<file path="src/rtl/core_inst_seq_pkg.sv">
// core_inst_pkg: shared definitions for the core_inst_seq instruction sequencer.
// Holds the inst field bit positions, the sequencer state encoding and a helper
// that normalises the requested activation count.
package core_inst_pkg;

   localparam int INST_W = 17;

   // inst field bit positions
   localparam int OFIFO_RD     = 16;
   localparam int QKMEM_ADD_HI = 15;
   localparam int QKMEM_ADD_LO = 12;
   localparam int PMEM_ADD_HI  = 11;
   localparam int PMEM_ADD_LO  = 8;
   localparam int EXECUTE      = 7;
   localparam int LOAD         = 6;
   localparam int QMEM_RD      = 5;
   localparam int QMEM_WR      = 4;
   localparam int KMEM_RD      = 3;
   localparam int KMEM_WR      = 2;
   localparam int PMEM_RD      = 1;
   localparam int PMEM_WR      = 0;

   typedef enum logic [2:0] {
      IDLE = 3'd0,
      KWR  = 3'd1,
      QWR  = 3'd2,
      KLD  = 3'd3,
      GAP  = 3'd4,
      EXE  = 3'd5,
      DRN  = 3'd6,
      FIN  = 3'd7
   } state_t;

   // Zero behaves as one vector; anything above sixteen saturates at sixteen.
   function automatic logic [4:0] clamp_len(input logic [4:0] len_in);
      logic [4:0] res;
      if (len_in == 5'd0) begin
         res = 5'd1;
      end else if (len_in > 5'd16) begin
         res = 5'd16;
      end else begin
         res = len_in;
      end
      return res;
   endfunction

endpackage

</file>
<file path="src/rtl/core_inst_seq_if.sv">
// core_inst_seq_if: host stream and core-side instruction bus of core_inst_seq.
//   data_in/data_valid/data_ready : host word stream (kernel rows, then activations)
//   fifo_valid                    : ofifo has a complete row
//   inst                          : 17-bit instruction word to core
//   mem_in                        : write data for the q/k memories
// master = sequencer side, slave = host/core side.
interface core_inst_seq_if #(
   parameter int pr = 8,
   parameter int bw = 4
);
   import core_inst_pkg::*;

   logic [pr*bw-1:0]  data_in;
   logic              data_valid;
   logic              data_ready;
   logic              fifo_valid;
   logic [INST_W-1:0] inst;
   logic [pr*bw-1:0]  mem_in;

   modport master (
      input  data_in, data_valid, fifo_valid,
      output data_ready, inst, mem_in
   );

   modport slave (
      output data_in, data_valid, fifo_valid,
      input  data_ready, inst, mem_in
   );

endinterface

</file>
<file path="src/rtl/core_inst_seq_delay_line.sv">
// inst_delay_line: DEPTH-deep shift register that carries the ofifo_rd pulse
// forward so it reappears as the pmem_wr pulse once SFU output is valid.
//   clk, reset (async active-low), d : pulse in, q : pulse delayed DEPTH cycles
module inst_delay_line #(
   parameter int DEPTH = 1
) (
   input  logic clk,
   input  logic reset,
   input  logic d,
   output logic q
);

   logic [DEPTH-1:0] sr_r;

   // shift the pulse one stage per clock
   always_ff @(posedge clk or negedge reset) begin
      if (!reset) begin
         sr_r <= '0;
      end else begin
         sr_r[0] <= d;
         for (int i = 1; i < DEPTH; i++) begin
            sr_r[i] <= sr_r[i-1];
         end
      end
   end

   assign q = sr_r[DEPTH-1];

endmodule

</file>
<file path="src/rtl/core_inst_seq.sv">
// core_inst_seq: sequences one tile into core -- kernel rows to kmem, activations
// to qmem, kernel load into the mac array, execute, then ofifo drain with the
// SFU results written to pmem.
//   clk, reset (async active-low)
//   start : one-cycle tile request (honoured only when idle)
//   len   : activation vector count, sampled on an accepted start
//   busy  : not idle,  done : one-cycle pulse after the last pmem write
//   bus   : host stream + inst/mem_in toward core (master modport)
module core_inst_seq #(
   parameter int col     = 8,
   parameter int bw      = 4,
   parameter int pr      = 8,
   parameter int SFP_LAT = 1
) (
   input  logic       clk,
   input  logic       reset,
   input  logic       start,
   input  logic [4:0] len,
   output logic       busy,
   output logic       done,
   core_inst_seq_if.master bus
);
   import core_inst_pkg::*;

   localparam logic [4:0] COL_LAST = 5'(col - 1);

   state_t           state_r, state_s;
   logic [4:0]       len_r, len_s;
   logic [4:0]       cnt_r, cnt_s;
   logic [4:0]       rd_cnt_r, rd_cnt_s;
   logic [4:0]       wr_cnt_r, wr_cnt_s;
   logic [3:0]       qkmem_add_r, qkmem_add_s;
   logic [pr*bw-1:0] mem_in_r, mem_in_s;
   logic             ofifo_rd_r, ofifo_rd_s;
   logic             kmem_wr_r, kmem_wr_s;
   logic             kmem_rd_r, kmem_rd_s;
   logic             qmem_wr_r, qmem_wr_s;
   logic             qmem_rd_r, qmem_rd_s;
   logic             load_r, execute_r;
   logic             data_ready_r, busy_r, done_r;
   logic             accept_s, wr_pulse_s;
   logic [INST_W-1:0] inst_s;

   assign accept_s = bus.data_valid & data_ready_r;

   inst_delay_line #(.DEPTH(SFP_LAT)) u_pmem_dly (
      .clk   (clk),
      .reset (reset),
      .d     (ofifo_rd_r),
      .q     (wr_pulse_s)
   );

   // next-state and next-output logic
   always_comb begin
      state_s     = state_r;
      len_s       = len_r;
      cnt_s       = cnt_r;
      rd_cnt_s    = rd_cnt_r;
      wr_cnt_s    = wr_cnt_r;
      qkmem_add_s = qkmem_add_r;
      mem_in_s    = mem_in_r;
      ofifo_rd_s  = 1'b0;
      kmem_wr_s   = 1'b0;
      kmem_rd_s   = 1'b0;
      qmem_wr_s   = 1'b0;
      qmem_rd_s   = 1'b0;
      case (state_r)
         IDLE: begin
            if (start) begin
               len_s    = clamp_len(len);
               cnt_s    = 5'd0;
               rd_cnt_s = 5'd0;
               wr_cnt_s = 5'd0;
               state_s  = KWR;
            end else begin
               state_s  = IDLE;
            end
         end
         KWR: begin
            if (accept_s) begin
               kmem_wr_s   = 1'b1;
               qkmem_add_s = cnt_r[3:0];
               mem_in_s    = bus.data_in;
               if (cnt_r == COL_LAST) begin
                  cnt_s   = 5'd0;
                  state_s = QWR;
               end else begin
                  cnt_s   = cnt_r + 5'd1;
               end
            end else begin
               cnt_s = cnt_r;
            end
         end
         QWR: begin
            if (accept_s) begin
               qmem_wr_s   = 1'b1;
               qkmem_add_s = cnt_r[3:0];
               mem_in_s    = bus.data_in;
               if (cnt_r == len_r - 5'd1) begin
                  cnt_s   = 5'd0;
                  state_s = KLD;
               end else begin
                  cnt_s   = cnt_r + 5'd1;
               end
            end else begin
               cnt_s = cnt_r;
            end
         end
         KLD: begin
            kmem_rd_s   = 1'b1;
            qkmem_add_s = cnt_r[3:0];
            if (cnt_r == COL_LAST) begin
               cnt_s   = 5'd0;
               state_s = GAP;
            end else begin
               cnt_s   = cnt_r + 5'd1;
            end
         end
         // Two state cycles: the first carries the trailing load, the second
         // leaves inst[7:0] all-zero so mac_in switches to qmem before execute.
         GAP: begin
            if (cnt_r == 5'd1) begin
               cnt_s   = 5'd0;
               state_s = EXE;
            end else begin
               cnt_s   = cnt_r + 5'd1;
            end
         end
         EXE: begin
            qmem_rd_s   = 1'b1;
            qkmem_add_s = cnt_r[3:0];
            if (cnt_r == len_r - 5'd1) begin
               cnt_s   = 5'd0;
               state_s = DRN;
            end else begin
               cnt_s   = cnt_r + 5'd1;
            end
         end
         DRN: begin
            if (bus.fifo_valid && (rd_cnt_r < len_r)) begin
               ofifo_rd_s = 1'b1;
               rd_cnt_s   = rd_cnt_r + 5'd1;
            end else begin
               rd_cnt_s   = rd_cnt_r;
            end
            // wr_cnt doubles as pmem_add, so it advances after each write.
            if (wr_pulse_s) begin
               wr_cnt_s = wr_cnt_r + 5'd1;
               if (wr_cnt_r == len_r - 5'd1) begin
                  state_s = FIN;
               end else begin
                  state_s = DRN;
               end
            end else begin
               wr_cnt_s = wr_cnt_r;
            end
         end
         FIN: begin
            wr_cnt_s = 5'd0;
            state_s  = IDLE;
         end
         default: begin
            state_s = IDLE;
         end
      endcase
   end

   // state, counters and registered outputs
   always_ff @(posedge clk or negedge reset) begin
      if (!reset) begin
         state_r      <= IDLE;
         len_r        <= 5'd0;
         cnt_r        <= 5'd0;
         rd_cnt_r     <= 5'd0;
         wr_cnt_r     <= 5'd0;
         qkmem_add_r  <= 4'd0;
         mem_in_r     <= '0;
         ofifo_rd_r   <= 1'b0;
         kmem_wr_r    <= 1'b0;
         kmem_rd_r    <= 1'b0;
         qmem_wr_r    <= 1'b0;
         qmem_rd_r    <= 1'b0;
         load_r       <= 1'b0;
         execute_r    <= 1'b0;
         data_ready_r <= 1'b0;
         busy_r       <= 1'b0;
         done_r       <= 1'b0;
      end else begin
         state_r      <= state_s;
         len_r        <= len_s;
         cnt_r        <= cnt_s;
         rd_cnt_r     <= rd_cnt_s;
         wr_cnt_r     <= wr_cnt_s;
         qkmem_add_r  <= qkmem_add_s;
         mem_in_r     <= mem_in_s;
         ofifo_rd_r   <= ofifo_rd_s;
         kmem_wr_r    <= kmem_wr_s;
         kmem_rd_r    <= kmem_rd_s;
         qmem_wr_r    <= qmem_wr_s;
         qmem_rd_r    <= qmem_rd_s;
         // memory Q arrives one cycle after the read, so load/execute trail it
         load_r       <= kmem_rd_r;
         execute_r    <= qmem_rd_r;
         data_ready_r <= (state_s == KWR) || (state_s == QWR);
         busy_r       <= (state_s != IDLE);
         done_r       <= (state_s == FIN);
      end
   end

   // assemble the instruction word from its field registers
   always_comb begin
      inst_s                           = '0;
      inst_s[OFIFO_RD]                 = ofifo_rd_r;
      inst_s[QKMEM_ADD_HI:QKMEM_ADD_LO] = qkmem_add_r;
      inst_s[PMEM_ADD_HI:PMEM_ADD_LO]   = wr_cnt_r[3:0];
      inst_s[EXECUTE]                  = execute_r;
      inst_s[LOAD]                     = load_r;
      inst_s[QMEM_RD]                  = qmem_rd_r;
      inst_s[QMEM_WR]                  = qmem_wr_r;
      inst_s[KMEM_RD]                  = kmem_rd_r;
      inst_s[KMEM_WR]                  = kmem_wr_r;
      inst_s[PMEM_RD]                  = 1'b0;
      inst_s[PMEM_WR]                  = wr_pulse_s;
   end

   assign bus.inst       = inst_s;
   assign bus.mem_in     = mem_in_r;
   assign bus.data_ready = data_ready_r;
   assign busy           = busy_r;
   assign done           = done_r;

endmodule

</file>
<file path="src/flat_wrapper.sv">
// flat-port wrapper written by rule: the top's interface ports become plain ports
module core_inst_seq_flat import core_inst_pkg::*;
#(
   parameter int col     = 8,
   parameter int bw      = 4,
   parameter int pr      = 8,
   parameter int SFP_LAT = 1
)
  (clk, reset, start, len, busy, done, bus_data_in, bus_data_valid, bus_fifo_valid, bus_data_ready, bus_inst, bus_mem_in);
  core_inst_seq_if #(.pr(pr), .bw(bw)) bus_i ();
  input  logic clk;
  input  logic reset;
  input  logic start;
  input  logic [4:0] len;
  output logic busy;
  output logic done;
  input wire logic [$bits(bus_i.data_in)-1:0] bus_data_in;
  input wire logic [$bits(bus_i.data_valid)-1:0] bus_data_valid;
  input wire logic [$bits(bus_i.fifo_valid)-1:0] bus_fifo_valid;
  output wire logic [$bits(bus_i.data_ready)-1:0] bus_data_ready;
  output wire logic [$bits(bus_i.inst)-1:0] bus_inst;
  output wire logic [$bits(bus_i.mem_in)-1:0] bus_mem_in;
  assign bus_i.data_in = bus_data_in;
  assign bus_i.data_valid = bus_data_valid;
  assign bus_i.fifo_valid = bus_fifo_valid;
  assign bus_data_ready = bus_i.data_ready;
  assign bus_inst = bus_i.inst;
  assign bus_mem_in = bus_i.mem_in;
  core_inst_seq #(.col(col), .bw(bw), .pr(pr), .SFP_LAT(SFP_LAT)) u_core (.clk(clk), .reset(reset), .start(start), .len(len), .busy(busy), .done(done), .bus(bus_i));
endmodule
</file>
<file path="config.mk">
export PLATFORM = sky130hd
export DESIGN_NAME = core_inst_seq_flat
export DESIGN_NICKNAME = d
export VERILOG_FILES = /design/src/rtl/core_inst_seq_pkg.sv /design/src/rtl/core_inst_seq_if.sv /design/src/rtl/core_inst_seq_delay_line.sv /design/src/rtl/core_inst_seq.sv /design/src/flat_wrapper.sv
export SDC_FILE = /design/constraint.sdc
export NUM_CORES = 1
export LEC_CHECK = 0
export BUFFER_PORTS_ARGS = -buffer_cell sky130_fd_sc_hd__buf_2
export CORE_ASPECT_RATIO = 0.9
export CORE_MARGIN = 1
export CORE_UTILIZATION = 35
export CTS_CLUSTER_DIAMETER = 50
export DETAILED_ROUTE_END_ITERATION = 16
export PLACE_DENSITY_LB_ADDON = 0.15
export SYNTH_ARGS = -nofsm -noshare
export SYNTH_HDL_FRONTEND = slang
export SYNTH_SLANG_ARGS = --single-unit
</file>
<file path="constraint.sdc">
create_clock -name clk -period 2.8 [get_ports clk]
set_clock_uncertainty 0.2 [all_clocks]
set_input_delay 0.28 -clock clk [delete_from_list [all_inputs] [get_ports clk]]
set_output_delay 0.28 -clock clk [all_outputs]
set_load 0.01 [all_outputs]
</file>
==> results.py, run 1 <==
metrics = {
    "sta": {
        "relSlewSlack_pct": 41.5,
        "hold_slack_ns": 0.0926,
        "hold_violations": 0,
        "clock.fmax_ghz": 0.409,
        "setup_viol": 0,
        "grt_setup_unrepaired": "false",
        "finalCritPeriodShare_pct": 87.3,
        "fin_tns_setup_ns": 0,
        "fin_crit_ns": 2.45,
        "worst_pin_slew_ns": 0.877,
        "drv_slew": 0,
    },
    "logic_synthesis": {
        "yosys_warnings": 0,
        "async_reset_ff_share_pct": 100,
        "syn_nets": 358,
        "ys_seq_area_share_pct": 50.7,
        "syn-cell-area_mm2": 0.00346,
        "synthCells": 307,
        "synth-edff-count": 0,
        "ys_ff_latch": 70,
        "yosysUniqueCellTypes": 57,
        "ys.flop_type": "dfrtp_1",
        "syn_avg_cell_area_um2": 11.3,
    },
    "floorplanning": {
        "start_util_pct": 36.0,
        "fp.dieH_um": 96.3,
        "io_pins": 94,
        "rows": 34,
        "core_mm2": 0.00961,
        "die_x_um": 107,
        "die_area_mm2": 0.0103,
    },
    "layout": {
        "n_fill_cell": 887,
        "diodes": 0,
        "drive_above_1_share_pct": 37.0,
        "nets": 481,
        "syn_to_final_growth_pct": 32.7,
    },
    "placement": {
        "routabilityCongestion": 0.771,
        "dp_hpwl_um": 5230,
        "portBuffers": 92,
    },
    "route": {
        "wl_per_cell_um": 13.6,
        "wl_um": 7640,
        "route.vias.total": 2657,
        "drc": 0,
        "dr.pass1.iters": 4,
        "ant_nets": 0,
        "drtIter0Drc": 86,
        "vias_per_cell": 4.74,
    },
    "grt": {
        "antenna_found_initial": 0,
        "grt_pass1_wl_um": 12300,
        "gr-total-overflow": 0,
        "grt_max_degree": 71,
        "grt.total_usage_pct": 15.5,
        "grt_pass1_vias": 2591,
    },
    "clock_tree": {
        "clock_sinks": 70,
        "postCtsSetupBuffers": 0,
        "cts_root_buffer": "clkbuf_8",
        "worst_skew_pair.late_latency_ns": 0.35,
        "htree_levels": 3,
        "clk_path_buf_depth": 2,
        "clkTransAtPathRegs_ns": 0.08,
        "cts_tree": "yes",
        "numCtsBuffers": 9,
    },
    "setup_path": {
        "worstPathCellList": "inv_1 -> ha_1 -> a2111oi_0 -> o21ai_1 -> or3_1 -> a21oi_1",
        "crit_path_end_kind": "flop",
        "ff2ff_setup_slack_ns": 0.35,
        "worst-path-buf-inv": 1,
        "worst-setup-path-type": "reg2reg",
        "cp-start-kind": "flop",
        "crit_slowest_cell": "a2111oi_0",
        "slowest_delay_ns": 0.54,
        "crit_fanout": 9,
        "crit_required_ns": 2.87,
        "cp_top_family": "compound AO/OA/AOI/OAI gates",
        "arrival_ns": 2.52,
    },
    "run_status": {
        "status": "completed",
    },
    "power_and_ir_drop": {
        "p_switching_w": 0.00182,
        "p_leak_nw": 2.17,
        "internal_power_w": 0.00304,
        "power_density_mw_per_mm2": 1060,
        "power_frac_comb_pct": 45.1,
        "pwr-share-seq_pct": 35.6,
        "p_sw_share_pct": 37.4,
        "p_clk_share_pct": 19.2,
        "worst_ir_drop_vdd_mv": 0.364,
    },
    "job": {
        "max-cap-violations": 0,
    },
    "hold_path": {
        "min_path_type": "in2reg",
    },
}
==> routing by layer <==
layer | track usage [%] | part of all wire, % | vias up
li1 | - | - | 1330
met1 | 20.0 | 49 | 1247
met2 | 25.4 | 45 | 73
met3 | 3.11 | 5.3 | 7
met4 | 6.51 | 0.81 | 0
met5 | 0 | 0 | -
==> per-stage QoR <==
stage | total power [W] | cells | instance area (um2) | utilization (%) | setup slack, ns
finish | 0.00486 | 561 | 4590 | 47.7 | 0.355
global placement | 0.00389 | 507 | 3980 | 41.4 | 0.461
global route | 0.00526 | 561 | 4590 | 47.7 | 0.0628
detailed placement | 0.00392 | 507 | 3980 | 41.4 | 0.329
floorplan | 0.00328 | 307 | 3460 | - | 0.546
CTS | 0.00492 | 561 | 4590 | 47.7 | 0.348
==> cell families after synthesis <==
group                      after synthesis  share of synthesized area (%)
xor gates and xnor gates                12                           3.84
adders and majority gates                9                           3.26
buffers and inverters                   39                           6.08
muxes                                   37                           12.0
DFF                                     70                           50.7
other                                    1                          0.108
and+or+nand+nor                         78                           12.4
AOI/OAI and AO/OA                       61                           11.6
==> placed cells by master (no fill, tap or decap), types with 4 or more instances in the layout <==
master / synthesis / layout
mux2_2: 36 / 36
a21oi_1: 13 / 13
o21ai_0: 19 / 19
nor2_1: 14 / 14
xor2_1: 5 / 5
nor3_1: 9 / 8
nand3_1: 12 / 12
ha_1: 9 / 9
dlygate4sd3_1: 0 / 38
clkbuf_8: 0 / 9
nand2_1: 14 / 14
buf_4: 13 / 8
inv_1: 12 / 12
dfrtp_1: 70 / 70
nor2b_1: 4 / 4
xnor2_1: 5 / 5
buf_2: 5 / 92
nand3b_1: 6 / 6
==> flip-flops by register name (all words and copies together) (netlist names), 3 cells and up <==
signal / count
u_core.bus.mem_in: 32
u_core.cnt_r: 5
u_core.len_r: 5
u_core.qkmem_add_r: 4
u_core.rd_cnt_r: 5
u_core.state_r: 3
u_core.wr_cnt_r: 5
==> power groups by stage <==
stage / clock network [W] / registers, W / logic [W]
2_1_floorplan: 0 / 0.00182 / 0.00146
3_3_place_gp: 0 / 0.00174 / 0.00215
3_5_place_dp: 0 / 0.00176 / 0.00216
4_1_cts: 0.000975 / 0.00174 / 0.00221
5_1_grt: 0.00102 / 0.00180 / 0.00244
6_report: 0.000935 / 0.00173 / 0.00219
==> worst reg2reg max path, delay by kind of cell, from the launching register on <==
kind	cells	cell delay, ns
AO/OA/AOI/OAI	3	1.01
AND/OR/NAND/NOR	1	0.41
flip-flops	1	0.40
buffers and inverters	1	0.08
adder cells (fa/ha/maj)	1	0.29
==> cells in the mapped netlist, types with 6 or more instances <==
cell type  instances  area (um2)
dfrtp_1           70        1750
nor3_1             9        45.0
o21ai_0           19        95.1
a21oi_1           13        65.1
ha_1               9         113
buf_4             13        97.6
nand2_1           14        52.6
inv_1             12        45.0
mux2_2            36         405
nand3b_1           6        45.0
nor2_1            14        52.6
nand3_1           12        60.1
==> worst paths after layout <==
check                                 startpoint               endpoint  cells after the start
worst min register to register  u_core.kmem_rd_r          u_core.load_r                      0
max in group asynchronous                  reset        u_core.cnt_r[4]                      3
worst max-delay path             u_core.len_r[4]     u_core.rd_cnt_r[4]                      6
worst min-delay path                       start      u_core.state_r[0]                      3
min in group asynchronous                  reset  u_core.bus.mem_in[12]                      3
worst max register to register   u_core.len_r[4]     u_core.rd_cnt_r[4]                      6
==> final cells by class <==
class / count / area (um2) / area share [%]
Clock buffer: 9 / 124 / 2.70
Clock inverter: 7 / 105 / 2.29
Inverter: 13 / 48.8 / 1.06
Multi-Input combinational cell: 198 / 1500 / 32.7
Sequential cell: 70 / 1750 / 38.2
Tap cell: 126 / 158 / 3.44
Timing Repair Buffer: 138 / 901 / 19.6
==> repair_timing <==
item	CTS	global route
gates resized for setup	0	0
hold endpoints to repair	107	0
hold buffers	38	0
Note: power is estimated with default switching activity, not from simulation.
==> run 2: changes to the inputs <==
--- a/config.mk
+++ b/config.mk
@@ -11,6 +11,7 @@
 export CORE_UTILIZATION = 35
 export CTS_CLUSTER_DIAMETER = 50
 export DETAILED_ROUTE_END_ITERATION = 16
+export MAX_ROUTING_LAYER = met4
 export PLACE_DENSITY_LB_ADDON = 0.15
 export SYNTH_ARGS = -nofsm -noshare
 export SYNTH_HDL_FRONTEND = slang
==> constraint.sdc (replaced) <==
create_clock -name clk -period 2.6 [get_ports clk]
set_clock_uncertainty 0.2 [all_clocks]
set_input_delay 0.26 -clock clk [delete_from_list [all_inputs] [get_ports clk]]
set_output_delay 0.26 -clock clk [all_outputs]
set_load 0.01 [all_outputs]
==> results.py, run 2 (synthesized netlist as in run 1, its figures left out) <==
metrics = {
    "clock_tree": {
        "clk_path_buf_depth": 2,
        "htree_levels": 3,
        "worst_skew_pair.late_latency_ns": 0.34,
        "clkTransAtPathRegs_ns": 0.08,
        "cts_tree": "yes",
        "numCtsBuffers": 9,
        "cts_root_buffer": "clkbuf_8",
        "clock_sinks": 70,
    },
    "layout": {
        "syn_to_final_growth_pct": 33.6,
        "nets": 483,
        "drive_above_1_share_pct": 37.5,
        "finalNonFillerCells": 563,
        "layout_commonest_cell": "buf_2",
        "mostFrequentLayoutCells": "buf_2 (92), dfrtp_1 (70), dlygate4sd3_1 (37)",
        "utilization_pct": 48.0,
        "largest_reg_flops": 32,
        "diodes": 0,
    },
    "floorplanning": {
        "core_mm2": 0.00961,
        "die_x_um": 107,
        "start_util_pct": 36.0,
        "die_area_mm2": 0.0103,
        "io_pins": 94,
        "rows": 34,
        "fp.dieH_um": 96.3,
    },
    "setup_path": {
        "worstSetupPathDepth": 8,
        "r2r_start": "u_core.cnt_r[1]",
        "crit_path_end_kind": "flop",
        "crit_slowest_cell": "or4b_4",
        "worstPathCellList": "inv_1 -> ha_1 -> or4b_4 -> a32oi_2 -> inv_2 -> o31ai_2 -> nor3_1 -> a211o_1",
        "reg2reg_depth": 8,
        "cp-start-kind": "flop",
        "ff2ff_setup_slack_ns": 0.16,
        "crit_required_ns": 2.62,
        "cp_top_family": "compound AO/OA/AOI/OAI gates",
        "rr_endpoint": "u_core.cnt_r[4]",
        "crit_fanout": 5,
        "worst-setup-path-type": "reg2reg",
        "worst-path-buf-inv": 2,
        "slowest_delay_ns": 0.48,
        "arrival_ns": 2.47,
    },
    "job": {
        "max-cap-violations": 0,
    },
    "sta": {
        "fin_crit_ns": 2.44,
        "drv_slew": 0,
        "fin_tns_setup_ns": 0,
        "grt_setup_unrepaired": "false",
        "worst_pin_slew_ns": 0.628,
        "finalCritPeriodShare_pct": 94.0,
        "setup_viol": 0,
        "clock.fmax_ghz": 0.409,
        "hold_violations": 0,
        "hold_slack_ns": 0.0182,
        "relSlewSlack_pct": 57.9,
    },
    "hold_path": {
        "min_delay_worst_endpoint": "u_core.len_r[3]",
        "min_path_type": "in2reg",
        "worstHoldStart": "len[3]",
        "min_path_cells": 3,
    },
    "run_status": {
        "status": "completed",
    },
    "placement": {
        "portBuffers": 92,
        "dp_hpwl_um": 5470,
        "routabilityCongestion": 0.789,
        "place_inst": 510,
    },
    "route": {
        "ant_nets": 0,
        "vias_per_cell": 4.79,
        "wl_um": 7930,
        "drc": 0,
        "wl_per_cell_um": 14.1,
        "route.vias.total": 2694,
        "dr.pass1.iters": 4,
        "drtIter0Drc": 89,
    },
    "grt": {
        "grt_max_degree": 33,
        "grt_pass1_vias": 2598,
        "grt.total_usage_pct": 16.8,
        "gr-total-overflow": 0,
        "antenna_found_initial": 0,
        "grt_pass1_wl_um": 13000,
    },
    "power_and_ir_drop": {
        "power_density_mw_per_mm2": 1140,
        "power_w": 0.00526,
        "p_leak_nw": 2.19,
        "worst_ir_drop_vdd_mv": 0.449,
    },
}
## run 2: cell types whose count changed in the layout (fill, tap and decap cells not counted), sizes merged
| cell | previous run | this run |
|---|---|---|
| clkinv | 1 | 2 |
| buf | 100 | 103 |
| clkbuf | 9 | 10 |
| dlygate4sd3 | 38 | 37 |
| inv | 16 | 14 |
## run 2: power breakdown
group	switching (W)	internal, W	total, W
combinational	0.00118	0.00120	0.00238
clock	0.000439	0.000573	0.00101
sequential	0.000336	0.00153	0.00187
total	0.00195	0.00331	0.00526
## run 2: worst max-delay path by stage
stage                     from               to  slack (ns)
6_report       u_core.cnt_r[1]  u_core.cnt_r[4]        0.16
5_1_grt        u_core.cnt_r[1]  u_core.cnt_r[4]        0.01
4_1_cts        u_core.cnt_r[1]  u_core.cnt_r[4]        0.16
3_5_place_dp   u_core.cnt_r[1]  u_core.cnt_r[4]        0.17
3_3_place_gp   u_core.cnt_r[1]  u_core.cnt_r[4]        0.26
2_1_floorplan  u_core.cnt_r[1]  u_core.cnt_r[4]        0.35
## run 2: per-stage QoR
stage	instance area, um2	setup WS, ns
after floorplan	3460	0.346
after global routing	4620	0.0123
after detailed placement	4010	0.168
after global placement	4010	0.263
final	4620	0.156
after CTS	4620	0.158
## run 2: cell type report
type	instances	area [um2]
clock inverters	6	93.8
clock buffers	10	138
fillers	903	5000
multi-input cells	198	1500
inverters	13	48.8
flip-flops and latches	70	1750
repair buffers	140	926
well taps	126	158
## run 2: what timing repair did
action                                  4_1_cts  5_1_grt
endpoints found under the setup margin        0        2
buffers inserted                              0        0
hold buffers                                 37        0
endpoints found under the hold margin        59        0
gates resized for setup                       0        1
## run 2: worst register-to-register path: cells and delay by family, from the launching register on
family                   cells  cell delay, ns
flip-flops                   1            0.43
AO/OA/AOI/OAI                3            0.83
adder cells (fa/ha/maj)      1            0.15
buffers and inverters        2            0.15
AND/OR/NAND/NOR              2            0.57
## run 2: per-layer routing
metal,vias up,part of all wire (%),track usage [%]
li1,1337,-,-
met1,1265,48,21.2
met2,82,45,27.2
met3,10,5.2,3.05
met4,0,1.5,6.05
met5,-,0,-
==> run 3: changes to the inputs <==
--- a/config.mk
+++ b/config.mk
@@ -8,11 +8,11 @@
 export BUFFER_PORTS_ARGS = -buffer_cell sky130_fd_sc_hd__buf_2
 export CORE_ASPECT_RATIO = 0.9
 export CORE_MARGIN = 1
-export CORE_UTILIZATION = 35
+export CORE_UTILIZATION = 40
 export CTS_CLUSTER_DIAMETER = 50
 export DETAILED_ROUTE_END_ITERATION = 16
 export MAX_ROUTING_LAYER = met4
-export PLACE_DENSITY_LB_ADDON = 0.15
+export PLACE_DENSITY = 0.71
 export SYNTH_ARGS = -nofsm -noshare
 export SYNTH_HDL_FRONTEND = slang
 export SYNTH_SLANG_ARGS = --single-unit
==> results.py, run 3 (synthesized netlist as in run 1, its figures left out) <==
metrics = {
    "placement": {
        "dp_hpwl_um": 5260,
        "post-place-ws_ns": 0.150,
        "routabilityCongestion": 0.844,
        "portBuffers": 92,
    },
    "layout": {
        "nets": 484,
        "mostFrequentLayoutCells": "buf_2 (92), dfrtp_1 (70), dlygate4sd3_1 (38)",
        "largest_reg_flops": 32,
        "layout_commonest_cell": "buf_2",
        "diodes": 0,
        "syn_to_final_growth_pct": 32.6,
        "drive_above_1_share_pct": 37.0,
    },
    "sta": {
        "fin_ws_ns": 0.168,
        "hold_violations": 0,
        "finalCritPeriodShare_pct": 93.5,
        "worst_pin_slew_ns": 0.608,
        "drv_slew": 0,
        "fin_tns_setup_ns": 0,
        "relSlewSlack_pct": 58.4,
        "grt_setup_unrepaired": "false",
        "clock.fmax_ghz": 0.411,
        "fin_crit_ns": 2.43,
        "setup_viol": 0,
    },
    "grt": {
        "gr-total-overflow": 0,
        "grt.total_usage_pct": 19.1,
        "grt_max_degree": 33,
        "antenna_found_initial": 0,
        "grt_pass1_wl_um": 13100,
        "grt_pass1_vias": 2746,
    },
    "setup_path": {
        "slowest_delay_ns": 0.59,
        "cp-start-kind": "flop",
        "crit_slowest_cell": "a2111oi_0",
        "arrival_ns": 2.49,
        "worstPathCellList": "inv_1 -> ha_1 -> a2111oi_0 -> o21ai_1 -> or3_1 -> a21oi_1",
        "cp_top_family": "compound AO/OA/AOI/OAI gates",
        "worst-path-buf-inv": 1,
        "crit_path_end_kind": "flop",
        "crit_fanout": 3,
        "crit_required_ns": 2.66,
        "worst-setup-path-type": "reg2reg",
    },
    "clock_tree": {
        "post_cts_resized": 0,
        "htree_levels": 3,
        "clock_sinks": 70,
        "postCtsSetupBuffers": 0,
        "worst_skew_pair.late_latency_ns": 0.33,
        "cts_root_buffer": "clkbuf_8",
        "clkTransAtPathRegs_ns": 0.07,
        "numCtsBuffers": 9,
        "cts_tree": "yes",
        "clk_path_buf_depth": 2,
    },
    "floorplanning": {
        "fp.dieH_um": 90.2,
        "die_area_mm2": 0.00902,
        "start_util_pct": 42.0,
        "core_mm2": 0.00822,
        "rows": 31,
        "die_x_um": 100,
        "io_pins": 94,
    },
    "route": {
        "drtIter0Drc": 124,
        "dr.pass1.iters": 4,
        "route.vias.total": 2742,
        "wl_um": 8150,
        "wl_per_cell_um": 14.7,
        "drc": 0,
        "ant_nets": 0,
        "vias_per_cell": 4.96,
    },
    "job": {
        "max-cap-violations": 0,
    },
    "run_status": {
        "status": "completed",
    },
    "power_and_ir_drop": {
        "worst_ir_drop_vdd_mv": 0.397,
        "power_density_mw_per_mm2": 1140,
        "p_leak_nw": 2.18,
    },
    "hold_path": {
        "min_path_type": "in2reg",
    },
}
-- run 3: per-stage QoR --
step | util (%) | total power (W) | cells | hold slack [ns] | area, um2
after floorplan | - | 0.00353 | 307 | -0.236 | 3460
after global placement | 48.5 | 0.00414 | 499 | 0.0459 | 3990
after detailed placement | 48.5 | 0.00422 | 499 | 0.0512 | 3990
after CTS | 55.7 | 0.00523 | 553 | 0.0294 | 4580
after global routing | 55.7 | 0.00564 | 553 | 0.0789 | 4580
final | 55.7 | 0.00524 | 553 | 0.0482 | 4580
-- run 3: final cells by class --
class                   count  area, um2
multi-input cells         198       1500
repair buffers            141        923
clock inverters             4       70.1
flip-flops and latches     70       1750
fillers                   688       3640
clock buffers              12        145
well taps                 115        144
inverters                  13       48.8
-- run 3: path summary, 6_finish.rpt --
| check | startpoint | end | slack, ns | cells past startpoint |
|---|---|---|---|---|
| worst max-delay path | u_core.len_r[4] | u_core.rd_cnt_r[3] | 0.17 | 6 |
| worst min-delay path | start | u_core.state_r[0] | 0.05 | 3 |
| worst max register to register | u_core.len_r[4] | u_core.rd_cnt_r[3] | 0.17 | 6 |
| worst min register to register | u_core.qmem_rd_r | u_core.execute_r | 0.18 | 0 |
| max in group asynchronous | reset | u_core.bus.mem_in[13] | 1.24 | 3 |
| min in group asynchronous | reset | u_core.bus.mem_in[12] | 0.22 | 2 |
-- run 3: timing repair --
action	4_1_cts	5_1_grt
hold endpoints to repair	57	0
hold buffers	38	0
setup endpoints to repair	0	0
-- run 3: layer usage --
layer	track usage [%]	vias to the layer above	wire length, um
li1	-	1338	-
met4	6.28	0	62
met2	31.5	82	3910
met1	23.3	1317	3690
met3	4.28	5	492
met5	-	-	0
-- run 3: worst register-to-register path, cell delays in order (launching register included) --
cell and delay, ns:
dfrtp_1 0.44, inv_1 0.08, ha_1 0.29, a2111oi_0 0.59, o21ai_1 0.22, or3_1 0.39, a21oi_1 0.16
-- run 3: where the power goes --
| part | total, W | internal [W] | switching (W) |
|---|---|---|---|
| Sequential | 0.00188 | 0.00154 | 0.000346 |
| Clock | 0.000947 | 0.000564 | 0.000383 |
| Combinational | 0.00241 | 0.00120 | 0.00121 |
